### config.mk
export PLATFORM = sky130hd
export DESIGN_NAME = vga_scan_counter
export DESIGN_NICKNAME = d
export VERILOG_FILES = /design/src/rtl/vga_pkg.sv /design/src/rtl/mod_counter.sv /design/src/rtl/vga_scan_counter.sv
export SDC_FILE = /design/constraint.sdc
export NUM_CORES = 1
export LEC_CHECK = 0
export ABC_AREA = 1
export BUFFER_PORTS_ARGS = -buffer_cell sky130_fd_sc_hd__buf_2
export CAP_MARGIN = 20
export CORE_ASPECT_RATIO = 1.1
export CORE_UTILIZATION = 25
export DETAILED_ROUTE_END_ITERATION = 7
export GPL_ROUTABILITY_DRIVEN = 0
export PLACE_DENSITY = 0.39
export SYNTH_ARGS = -nofsm -noshare
export SYNTH_HDL_FRONTEND = slang
export SYNTH_SLANG_ARGS = --single-unit
### constraint.sdc
create_clock -name clk -period 2.59 [get_ports clk]
set_input_delay 0 -clock clk [delete_from_list [all_inputs] [get_ports clk]]
set_output_delay 0 -clock clk [all_outputs]
set_load 0.02 [all_outputs]
### src/rtl/vga_pkg.sv
// Shared VGA timing definitions for the 640x480@60 mode.
// Imported by the scan counter and by the horizontal/vertical comparators.
package vga_pkg;

    // Horizontal timing, in pixels
    localparam int H_VISIBLE = 640;
    localparam int H_FP      = 16;
    localparam int H_SYNC    = 96;
    localparam int H_BP      = 48;
    localparam int H_TOTAL   = H_VISIBLE + H_FP + H_SYNC + H_BP;   // 800

    // Vertical timing, in lines
    localparam int V_VISIBLE = 480;
    localparam int V_FP      = 10;
    localparam int V_SYNC    = 2;
    localparam int V_BP      = 33;
    localparam int V_TOTAL   = V_VISIBLE + V_FP + V_SYNC + V_BP;   // 525

    // Scan position as seen by the comparators
    typedef logic [9:0] scan_t;

    // True when a counter of 'bits' width can hold every value 0..total-1
    function automatic bit scan_fits(input int bits, input int total);
        return (64'(1) << bits) >= 64'(total);
    endfunction

endpackage

### src/rtl/mod_counter.sv
// Modulo-MOD up counter with asynchronous clear.
// 'wrap' flags the increment that returns the count to zero, so cascading
// wrap into the next stage's inc builds a chain of dividers.
module mod_counter #(
    parameter int W   = 4,
    parameter int MOD = 10
) (
    input  logic         clk,
    input  logic         rst,
    input  logic         inc,
    output logic [W-1:0] q,
    output logic         wrap
);

    localparam logic [W-1:0] LAST = W'(MOD - 1);

    // Reject configurations where the count could not be represented
    if (MOD < 2) begin : g_bad_mod
        $error("mod_counter: MOD must be at least 2");
    end
    if (!vga_pkg::scan_fits(W, MOD)) begin : g_bad_width
        $error("mod_counter: W too narrow for MOD");
    end

    // Terminal-count decode; only meaningful on an incrementing cycle
    assign wrap = inc && (q == LAST);

    // Count on inc, returning straight to zero from MOD-1 (never reaches MOD)
    always_ff @(posedge clk or posedge rst) begin
        if (rst) begin
            q <= '0;
        end else if (inc) begin
            if (wrap) begin
                q <= '0;
            end else begin
                q <= q + 1'b1;
            end
        end
    end

endmodule

### src/rtl/vga_scan_counter.sv
// Pixel-timing source: system clock divider followed by horizontal and
// vertical scan counters, plus line/frame strobes and the visible flag.
// The three stages are a cascade of mod_counter instances; each stage's
// wrap is the next stage's increment, so a line wrap and a frame wrap on
// the same edge happen together as a single event.
module vga_scan_counter #(
    parameter int N         = 9,
    parameter int DIV       = 2,
    parameter int H_TOTAL   = vga_pkg::H_TOTAL,
    parameter int V_TOTAL   = vga_pkg::V_TOTAL,
    parameter int H_VISIBLE = vga_pkg::H_VISIBLE,
    parameter int V_VISIBLE = vga_pkg::V_VISIBLE
) (
    input  logic       clk,
    input  logic       rst,
    input  logic       en,
    output logic [N:0] countH,
    output logic [N:0] countV,
    output logic       pix_tick,
    output logic       line_end,
    output logic       frame_end,
    output logic       video_on
);

    localparam int DIV_W = (DIV > 1) ? $clog2(DIV) : 1;

    localparam logic [N:0] H_VIS_LIMIT = (N + 1)'(H_VISIBLE);
    localparam logic [N:0] V_VIS_LIMIT = (N + 1)'(V_VISIBLE);

    // Configuration sanity
    if (DIV < 2) begin : g_bad_div
        $error("vga_scan_counter: DIV must be at least 2");
    end
    if (!vga_pkg::scan_fits(N + 1, H_TOTAL) || !vga_pkg::scan_fits(N + 1, V_TOTAL)) begin : g_bad_n
        $error("vga_scan_counter: N too small for H_TOTAL/V_TOTAL");
    end

    logic [DIV_W-1:0] div_cnt;
    logic             div_wrap;
    logic             h_wrap;
    logic             v_wrap;

    // Divider: advances on every enabled clock; its wrap is the pixel tick
    mod_counter #(
        .W   (DIV_W),
        .MOD (DIV)
    ) u_div (
        .clk  (clk),
        .rst  (rst),
        .inc  (en),
        .q    (div_cnt),
        .wrap (div_wrap)
    );

    // Horizontal position: one step per pixel tick
    mod_counter #(
        .W   (N + 1),
        .MOD (H_TOTAL)
    ) u_h (
        .clk  (clk),
        .rst  (rst),
        .inc  (div_wrap),
        .q    (countH),
        .wrap (h_wrap)
    );

    // Vertical position: one step per completed line
    mod_counter #(
        .W   (N + 1),
        .MOD (V_TOTAL)
    ) u_v (
        .clk  (clk),
        .rst  (rst),
        .inc  (h_wrap),
        .q    (countV),
        .wrap (v_wrap)
    );

    // Strobes come straight from the wrap decodes, so each is one clock wide
    // and lines up with the tick that moves the counters. The divider wrap
    // already includes en, so every strobe is low while frozen.
    assign pix_tick  = div_wrap;
    assign line_end  = h_wrap;
    assign frame_end = v_wrap;

    // Visible area follows the held position even while en is low
    assign video_on = (countH < H_VIS_LIMIT) && (countV < V_VIS_LIMIT);

endmodule
==> metrics.cfg <==
[outcome]
status = finished clean

[floorplan]
start_util_pct = 26.77
dieArea_um2 = 5375
core_um2 = 4750
num_rows = 26
die_w_um = 69.99
chipHeight_um = 76.79
boundaryPins = 27

[clocking]
cts_num_sinks = 21
path_clk_slew_ns = 0.08
cts_buffers = 3
cts_buffer_depth = 2
root_buffer = clkbuf_8
cts-resized-gates = 0
tritoncts = built
cts_htree_levels = 1
clk_latency_ns = 0.26

[worst_hold_path]
hold_path_class = in2reg

[synthesis]
synth_most_common_cell = nand2_1
mappedNetlistArea_um2 = 1271
synthTopCellsByArea = dfrtp_1 (41%), nand2_1 (12%), inv_1 (9.4%)
yosysWarnings = 0
synth_compound_area_share_pct = 5.512
synth_top_family_by_area = simple AND/OR/NAND/NOR gates
yosys.area_share.simple_pct = 35.63
seq_area_frac_synth_pct = 41.34
synth_nets = 185
synth_adder_area_share_pct = 2.953
synth_mux_area_share_pct = 0
synth_xor_area_share_pct = 2.756
synth-seq-cells = 21
async_reset_ff_share_pct = 100.0
yosysTopAreaCellShare_pct = 41.34
synth_flop_cell = dfrtp_1
yosysUniqueCellTypes = 18
yosys.area.top_type = dfrtp_1
yosys-top-cells-count = nand2_1 (40), inv_1 (32), nor2_1 (29), dfrtp_1 (21), nand3_1 (20)
synthCells = 179
synth-edff-count = 0
synth_area_per_cell_um2 = 7.102

[critical_path]
required_ns = 2.59
critPathMaxFanout = 20
cp-end-kind = primary output
critPathKind = reg2out
cp-start-kind = flop
arrival_ns = 1.92

[global_route]
grt_pass1_vias = 1166
use_met3_pct = 1.971
grt_max_degree = 22
grt_pass1_wl_mm = 5.361
grt_util_all_layers_pct = 12.33
antenna_found_initial = 0
use_met2_pct = 21.92
gr-usage-met1_pct = 14.45
grt.busiest_layer = met2
grt_overflow_total = 0

[placement]
place_hpwl_mm = 2.330
preCtsSetupSlack_ns = 0.9476
port_buffers = 26

[timing]
rsz0062_at_grt = false
layout_setup_ws_ns = 0.6709
final-setup-viol-count = 0
final.setup.tns_ns = 0
slew_headroom_pct = 41.43
fin_crit_ns = 1.919
skew_ns = 0.004859
slew_violations = 0
min_period_over_period_pct = 74.10
hold_viol_final = 0
fmaxAchievable_ghz = 0.5211
tightest_slew_ns = 0.8776

[drt]
wire_per_inst_um = 11.72
post_drt_via_cell_ratio = 4.511
num_vias = 1191
drt-initial-drc-count = 65
post-route-drc-count = 0
antenna_left = 0
first_pass_iters = 4
routed_wl_mm = 3.094

[power]
sequentialPowerShare_pct = 45.2
vdd_drop_max_mv = 0.2621
p_leak_nw = 0.9003
p_per_area_nw_per_um2 = 683.6
p_total_mw = 1.028
p_comb_share_pct = 33.3
swShare_pct = 40.90
p_switching_mw = 0.4205
internal_power_mw = 0.6076
p_clk_share_pct = 21.5

[cells_and_area]
final_util_pct = 31.66
drive_gt1_share_pct = 17.31
area_delta_synth_final_pct = 18.31
finalNetCount = 215
diodes = 0
fillers = 522

[run]
drv_cap = 0

==> critical path: stages, from the launching register on <==
cell and delay [ns]:
dfrtp_1 0.40, ha_1 0.17, inv_1 0.08, nor2_4 0.14, nand2_4 0.08, nor2_4 0.41, nand2_4 0.14, inv_1 0.08
buf_2 0.16
==> cells by family after synthesis <==
kind of cell,count (synthesis)
flops,21
compound gates,14
simple gates,101
fa+ha+maj,3
buf+inv,36
xor+xnor,4
==> per-stage QoR <==
step                hold WS [ns]  cells  cell area (um^2)
finish                  0.007767    264              1504
global route            0.006879    264              1504
CTS                     0.001468    264              1504
detailed placement        0.2615    259              1449
global placement          0.2268    259              1449
floorplan               -0.02347    179              1271
==> cell type report <==
class	count	area [um^2]	area share, %
flip-flops and latches	21	525.5	34.94
clock buffers	4	45.04	2.995
inverters	34	127.6	8.486
repair buffers	27	140.1	9.318
multi-input cells	122	595.6	39.60
well taps	56	70.07	4.659
==> routing by layer <==
metal | part of all wire [%] | vias up | routed length (um)
met3 | 3.6 | 4 | 111
met4 | 1.2 | 0 | 38
li1 | - | 609 | -
met2 | 50 | 24 | 1543
met1 | 45 | 554 | 1400
met5 | 0 | - | 0
==> final timing paths <==
path / from / endpoint / slack, ns / cells past startpoint
max: u_h.q[1] / frame_end / 0.67 / 8
min: en / u_div.q / 0.008 / 3
max reg2reg: u_h.q[1] / u_v.q[6] / 0.92 / 8
min reg2reg: u_h.q[2] / u_h.q[2] / 0.54 / 1
max in group asynchronous: rst / u_h.q[1] / 1.59 / 3
min in group asynchronous: rst / u_v.q[4] / 0.46 / 3
==> timing repair <==
item / 4_1_cts / 5_1_grt
endpoints found under the hold margin: 21 / 0
hold buffers: 1 / 0
setup buffers: 0 / 0
==> power groups by stage <==
stage               Combinational (mW)  Sequential, mW  Clock, mW
floorplan                        0.173           0.526          0
global route                     0.388           0.477      0.248
finish                           0.342           0.464      0.221
CTS                              0.348           0.466      0.235
detailed placement               0.346           0.470          0
global placement                 0.348           0.471          0
==> layout by cell type (no fill, tap or decap), types with 3 or more instances in the layout <==
| cell | synthesis | layout |
|---|---|---|
| xor2_1 | 4 | 4 |
| nand4_1 | 4 | 4 |
| a21oi_1 | 8 | 8 |
| nand2_1 | 40 | 40 |
| nor2_1 | 29 | 29 |
| o21ai_0 | 4 | 4 |
| clkbuf_8 | 0 | 3 |
| buf_2 | 0 | 26 |
| nand3_1 | 20 | 20 |
| inv_1 | 32 | 32 |
| dfrtp_1 | 21 | 21 |
| ha_1 | 3 | 3 |
==> state kept, by name, indices dropped and copies added (netlist names) <==
signal / flops
u_div.q: 1
u_h.q: 10
u_v.q: 10
Note: power is estimated with default switching activity, not from simulation.
